[src/rtl/nibble_serial_alu_seq.sv]
// Serial add/subtract unit: one 4-bit ripple slice reused across NIBBLES cycles,
// LSB nibble first, with carry held in a register between cycles.
module nibble_serial_alu_seq #(
  parameter int NIBBLES = 8,
  localparam int W = 4 * NIBBLES
) (
  input  logic         clock,
  input  logic         reset,
  input  logic         ctrl_start,
  input  logic         ctrl_sub,
  input  logic [W-1:0] data_operandA,
  input  logic [W-1:0] data_operandB,
  output logic         data_busy,
  output logic         data_resultRDY,
  output logic [W-1:0] data_result,
  output logic         carry_out,
  output logic         overflow
);

  // state | meaning
  // IDLE  | waiting for ctrl_start
  // RUN   | one nibble per cycle through the slice
  // DONE  | result valid pulse; may accept a new start
  typedef enum logic [1:0] {IDLE, RUN, DONE} state_t;

  localparam int IW = (NIBBLES > 1) ? $clog2(NIBBLES) : 1;
  localparam logic [IW-1:0] LAST_IDX = IW'(NIBBLES - 1);

  state_t         state_q, state_d;
  logic [W-1:0]   a_q, b_q, result_q;
  logic [IW-1:0]  idx_q;
  logic           carry_q, carry_out_q, overflow_q;
  logic           accept, last;

  logic [3:0] a_nib, b_nib, sum_nib;
  logic [3:0] low;
  logic [1:0] high;
  logic       c3_in, c3_out;

  // The single 4-bit slice; the carry into bit 3 is kept for overflow.
  always_comb begin
    a_nib   = a_q[{idx_q, 2'b00} +: 4];
    b_nib   = b_q[{idx_q, 2'b00} +: 4];
    low     = {1'b0, a_nib[2:0]} + {1'b0, b_nib[2:0]} + {3'b000, carry_q};
    c3_in   = low[3];
    high    = {1'b0, a_nib[3]} + {1'b0, b_nib[3]} + {1'b0, c3_in};
    c3_out  = high[1];
    sum_nib = {high[0], low[2:0]};
  end

  always_comb begin
    state_d = state_q;
    accept  = 1'b0;
    last    = 1'b0;
    case (state_q)
      IDLE: begin
        if (ctrl_start) begin
          accept  = 1'b1;
          state_d = RUN;
        end
      end
      RUN: begin
        if (idx_q == LAST_IDX) begin
          last    = 1'b1;
          state_d = DONE;
        end
      end
      DONE: begin
        if (ctrl_start) begin
          accept  = 1'b1;
          state_d = RUN;
        end else begin
          state_d = IDLE;
        end
      end
      default: state_d = IDLE;
    endcase
  end

  always_ff @(posedge clock) begin
    if (reset) begin
      state_q     <= IDLE;
      a_q         <= '0;
      b_q         <= '0;
      result_q    <= '0;
      idx_q       <= '0;
      carry_q     <= 1'b0;
      carry_out_q <= 1'b0;
      overflow_q  <= 1'b0;
    end else begin
      state_q <= state_d;
      if (accept) begin
        a_q     <= data_operandA;
        b_q     <= ctrl_sub ? ~data_operandB : data_operandB;
        carry_q <= ctrl_sub;
        idx_q   <= '0;
      end else if (state_q == RUN) begin
        result_q[{idx_q, 2'b00} +: 4] <= sum_nib;
        carry_q <= c3_out;
        if (last) begin
          idx_q       <= '0;
          carry_out_q <= c3_out;
          overflow_q  <= c3_in ^ c3_out;
        end else begin
          idx_q <= idx_q + 1'b1;
        end
      end
    end
  end

  assign data_busy      = (state_q == RUN);
  assign data_resultRDY = (state_q == DONE);
  assign data_result    = result_q;
  assign carry_out      = carry_out_q;
  assign overflow       = overflow_q;

endmodule

[config.mk]
export PLATFORM = sky130hd
export DESIGN_NAME = nibble_serial_alu_seq
export DESIGN_NICKNAME = d
export VERILOG_FILES = /design/src/rtl/nibble_serial_alu_seq.sv
export SDC_FILE = /design/constraint.sdc
export NUM_CORES = 1
export LEC_CHECK = 0
export CAP_MARGIN = 0
export CORE_MARGIN = 2
export CORE_UTILIZATION = 25
export CTS_CLUSTER_DIAMETER = 50
export DETAILED_ROUTE_END_ITERATION = 8
export PLACE_DENSITY = 0.56
export SYNTH_ARGS = -nofsm -noshare
export SYNTH_HDL_FRONTEND = slang
export SYNTH_SLANG_ARGS = --single-unit
[constraint.sdc]
create_clock -name clock -period 9 [get_ports clock]
set_input_delay 1.8 -clock clock [delete_from_list [all_inputs] [get_ports clock]]
set_output_delay 1.8 -clock clock [all_outputs]
set_load 0.02 [all_outputs]
Yosys cells after proc, flatten, opt, wreduce, memory -nomap -nowiden:

Index checks and enable logic that the tools add are counted.

* output and inout port bits: 36
* word-level logic and storage cells: 46
* bits of input ports: 68
* flip-flop bits (word level): 104

* $add $sub $neg: 6
* shifts and indexed selects: 4
* multiplexer cells: 13
* bitwise gates (word level): 3
* reductions and logical operators: 7
* equal/unequal tests: 5

Operator list (number)
* variable part select 32 x 6 -> 4 bit: 2
* bitwise mux 32 bit: 1
* 2-to-1 mux 32 bit: 1
* NOT 32 bit: 1
* variable shift 4 x 7 -> 32 bit (first input constant): 1
* variable part select 4 x 7 -> 32 bit: 1
* 2-to-1 mux 1 bit: 7
* negation 5 -> 7 bit: 1
* case mux 2 bit (3 select lines): 1
* adder 3 x 3 -> 4 bit: 1
* adder 4 x 1 -> 4 bit: 1
* 2-to-1 mux 2 bit: 2
* AND reduction 2 bit: 2
* OR reduction 2 bit: 2
* adder 3 x 1 -> 3 bit (second input constant): 1
* equality test 3 bit (second input constant): 1
* 2-to-1 mux 3 bit: 1
* AND reduction 3 bit: 1
* adder 1 x 1 -> 2 bit: 1
* adder 2 x 1 -> 2 bit: 1
* equality test 2 x 1 -> 1 bit (second input constant): 1
* equality test 2 bit (second input constant): 1
* logical NOT 2 bit: 1
* != test 2 x 1 -> 1 bit (second input constant): 1
* other kinds (4): 4

Logic depth before layout (Yosys ltp):

* depth in word-level cells: 6
* mapped depth: 11
* depth with buffers taken out: 9

Least setup slack after synthesis:

OpenSTA, ideal clock, no wires.

* path type: reg2reg
* from: register idx_q[0]
* to: register result_q[27], in the netlist data_result[27]
* data arrival time: 3.063 ns
* required time: 8.927 ns
* path buffers: 2
* stages on the path, launching flop included: 12
* setup time: 0.073 ns
* clock period less this slack: 3.136 ns
* path slack: 5.864 ns
* cell sequence: dfxtp_1 -> buf_2 -> buf_2 -> mux4_2 -> nand2_1 -> nand2_1 -> fa_1 -> nand3_1 -> and2_1 -> fa_1 -> or3_1 -> mux2i_1

* word-level cells in the longest chain between the ends: 6
* elaborated cells between the ends (all ways): 10
* classes of those cells: add/sub: 5; shift: 4; mux: 1

Ends and longest elaborated chain
* from (decl): line 31 `logic [IW-1:0] idx_q;`
* from (signal assigned): line 105 `idx_q <= idx_q + 1'b1;`
* variable part select 32 x 6 -> 4 bit, on equally long branches: line 42, 43
* adder 3 x 3 -> 4 bit: line 44 `low = {1'b0, a_nib[2:0]} + {1'b0, b_nib[2:0]} + {3'b000, carry_q};`
* adder 4 x 1 -> 4 bit: line 44
* adder 2 x 1 -> 2 bit: line 46 `high = {1'b0, a_nib[3]} + {1'b0, b_nib[3]} + {1'b0, c3_in};`
* variable part select 4 x 7 -> 32 bit: line 98 `result_q[{idx_q, 2'b00} +: 4] <= sum_nib;`
* bitwise mux 32 bit *: line 98
* to (signal, indexed assignment): line 98
* to (decl): line 30 `logic [W-1:0] a_q, b_q, result_q;`

Every way passes the cells marked *; elsewhere a longest branch is shown, timed or not.
A chain may end at the register's enable or synchronous reset.

Worst setup path after layout:

* from: register state_q[0]
* to: output port data_busy

* word-level cells in the longest chain between the ends: 1

Ends and longest elaborated chain
* from (decl): line 29 `state_t state_q, state_d;`
* from (signal assigned): line 91 `state_q <= state_d;`
* equality test 2 x 1 -> 1 bit: line 111 `assign data_busy = (state_q == RUN);`
* to (decl): line 13 `output logic data_busy,`

Every way passes these cells.

==> results.json <==
{
  "syn_nets": 599,
  "grt_pass1_wl_um": 19200,
  "cts_tree": "yes",
  "worst_hold_path_type": "reg -> reg",
  "arrival_ns": 2.00,
  "syn_inst": 519,
  "ys_seq_elements": 104,
  "antenna_found_initial": 0,
  "crit_type": "reg -> out",
  "max_stage_delay_ns": 0.67,
  "track_usage": 0.120,
  "pwr_density_cell_mw_per_mm2": 168,
  "crit_required_ns": 7.20,
  "grt_max_degree": 121,
  "synth-edff-count": 0,
  "fin_setup_tns_ns": 0,
  "period_minus_slack_ns": 3.80,
  "wl_per_cell_um": 14.1,
  "drt_first_pass_iters": 4,
  "synthDistinctLibCells": 36,
  "setup_viol": 0,
  "synth_flop_cell": "dfxtp_1",
  "n_antenna_cell": 0,
  "cts_hold_buf": 0,
  "drcViolationCount": 0,
  "synthToLayoutAreaGrowth_pct": 31.4,
  "cp-end-kind": "output port",
  "ys_seq_area_frac": 0.424,
  "io_pins": 104,
  "finClkSkew_ns": 0.00534,
  "place.gp.congestion": 0.721,
  "crit_family": "buffers and inverters",
  "fin_crit_sh": 0.422,
  "finalHoldViolCount": 0,
  "max_slew_margin": 0.267,
  "die_area_mm2": 0.0208,
  "slowest_stage": "clkdlybuf4s50_1",
  "async_reset_ff_frac": 0,
  "die_height_um": 144,
  "grt_pass1_vias": 3752,
  "start_kind": "register",
  "ctsResizeCount": 0,
  "wl_um": 12200,
  "cts_sinks": 104,
  "clk_pin_slew_worst_paths_ns": 0.07,
  "num_rows": 51,
  "rsz0062_at_grt": "false",
  "maxCapViolations": 0,
  "layout-drive-gt1-share": 0.0735,
  "vias": 3781,
  "p_leak_nw": 2.38,
  "dp_hpwl_um": 8750,
  "synth.avg_cell_area_um2": 9.45,
  "antenna_left": 0,
  "htree_levels": 3,
  "nNetsFinal": 675,
  "cts_made_buffers": 9,
  "crit_chain": "nand2b_1 -> inv_2 -> clkdlybuf4s50_1",
  "cts_buffer_depth": 2,
  "maxSlewViolCount": 0,
  "drtIter0Drc": 173,
  "clock_latency_ns": 0.35,
  "core_area_mm2": 0.0193,
  "p_total_mw": 1.08,
  "clock-root-buffer": "clkbuf_16",
  "critPathBufInv": 2,
  "path_max_fanout": 12,
  "ir_worst_vdd_v": 0.0000768,
  "initial_core_util": 0.254,
  "max_freq_mhz": 263,
  "outcome": "completed",
  "synth_warnings": 0,
  "worstMarginPinSlew_ns": 1.10,
  "cts_setup_buffers": 0,
  "die_w_um": 144,
  "netlist_area_mm2": 0.00490,
  "viasPerCell": 4.38,
  "portBuffers": 103,
  "grt-ovfl-total": 0
}
==> worst reg2reg max path, cell delays in order, from the launching register on <==
cell and delay [ns]:
dfxtp_1 0.44, buf_4 0.36, mux4_2 0.57, nand2_1 0.08, nand2_1 0.08, ha_1 0.32, a21oi_1 0.18, and2_1 0.19
fa_1 0.52, or3_1 0.44, mux2i_1 0.15
==> logic make-up after synthesis <==
group / after synthesis / synth area share
compound gates: 80 / 0.103
xor+xnor: 33 / 0.0589
fa+ha+maj: 12 / 0.0352
buf+inv: 48 / 0.0406
flops: 104 / 0.424
mux: 48 / 0.141
simple gates: 194 / 0.197
==> layout by cell type, fill, tap and decap left out, types with 3 or more instances in the layout <==
cell type,count
dfxtp_1,104
clkdlybuf4s50_1,101
nand2_1,83
a21oi_1,39
nor2_1,36
a211oi_1,35
xnor2_1,33
nand2b_1,32
mux2i_1,30
mux4_2,16
ha_1,9
clkbuf_16,9
or3_1,7
nand3_1,6
or3b_1,5
buf_4,5
inv_1,4
nor3_1,4
and2_1,3
nor2b_1,3
nand3b_1,3
nand4b_1,3
fa_1,3
==> stage by stage <==
step / hold WS, ns / setup WS [ns] / instance area [um^2] / instances / utilization
2_1_floorplan: 0.433 / 5.86 / 4900 / 519 / -
3_3_place_gp: 0.443 / 5.07 / 6120 / 849 / 0.317
3_5_place_dp: 0.447 / 4.96 / 6120 / 849 / 0.317
4_1_cts: 0.456 / 5.19 / 6440 / 864 / 0.333
5_1_grt: 0.473 / 5.06 / 6440 / 864 / 0.333
6_report: 0.455 / 5.20 / 6440 / 864 / 0.333
==> final timing paths <==
check | slack, ns | cells after the start | startpoint | endpoint
worst max register to register | 5.62 | 10 | idx_q[1] | data_result[31]
worst max-delay path | 5.20 | 3 | state_q[0] | data_busy
worst min-delay path | 0.46 | 2 | a_q[21] | a_q[21]
worst min register to register | 0.46 | 2 | a_q[21] | a_q[21]
==> routing by layer <==
layer | wire [um] | part of all wire | GRT usage | up-vias
li1 | - | - | - | 1931
met5 | 0 | 0 | 0 | -
met2 | 5850 | 0.48 | 0.199 | 88
met4 | 105 | 0.0086 | 0.0279 | 0
met1 | 5660 | 0.46 | 0.155 | 1755
met3 | 601 | 0.049 | 0.0328 | 7
==> cell usage after synthesis (3+ instances only) <==
master,number,area share
a211oi_1,35,0.054
a21oi_1,39,0.040
and2_1,3,0.0038
buf_2,9,0.0092
clkbuf_1,30,0.023
dfxtp_1,104,0.42
fa_1,3,0.012
ha_1,9,0.023
inv_1,4,0.0031
mux2i_1,30,0.061
mux4_2,16,0.073
nand2_1,83,0.064
nand2b_1,32,0.041
nand3_1,6,0.0061
nand3b_1,3,0.0046
nand4b_1,3,0.0054
nor2_1,36,0.028
nor2b_1,4,0.0051
nor3_1,4,0.0041
or3_1,7,0.0089
or3b_1,5,0.0089
xnor2_1,33,0.059
==> sequential cells by signal, summed over array words and instances, names as in the netlist <==
signal	cells
state_q	2
a_q	32
carry_out	1
b_q	32
overflow	1
idx_q	3
carry_q	1
data_result	32
==> cell type report <==
type,count,area (um^2)
Clock buffer,12,256
Clock inverter,3,65.1
Fill cell,1978,12900
Inverter,6,22.5
Multi-Input combinational cell,367,2630
Sequential cell,104,2080
Tap cell,265,332
Timing Repair Buffer,107,1050
==> power breakdown <==
group | switching (mW) | internal [mW]
clock network | 0.168 | 0.257
logic | 0.0803 | 0.0813
registers | 0.0122 | 0.484
total | 0.260 | 0.823
(Power assumes the default switching activity.)
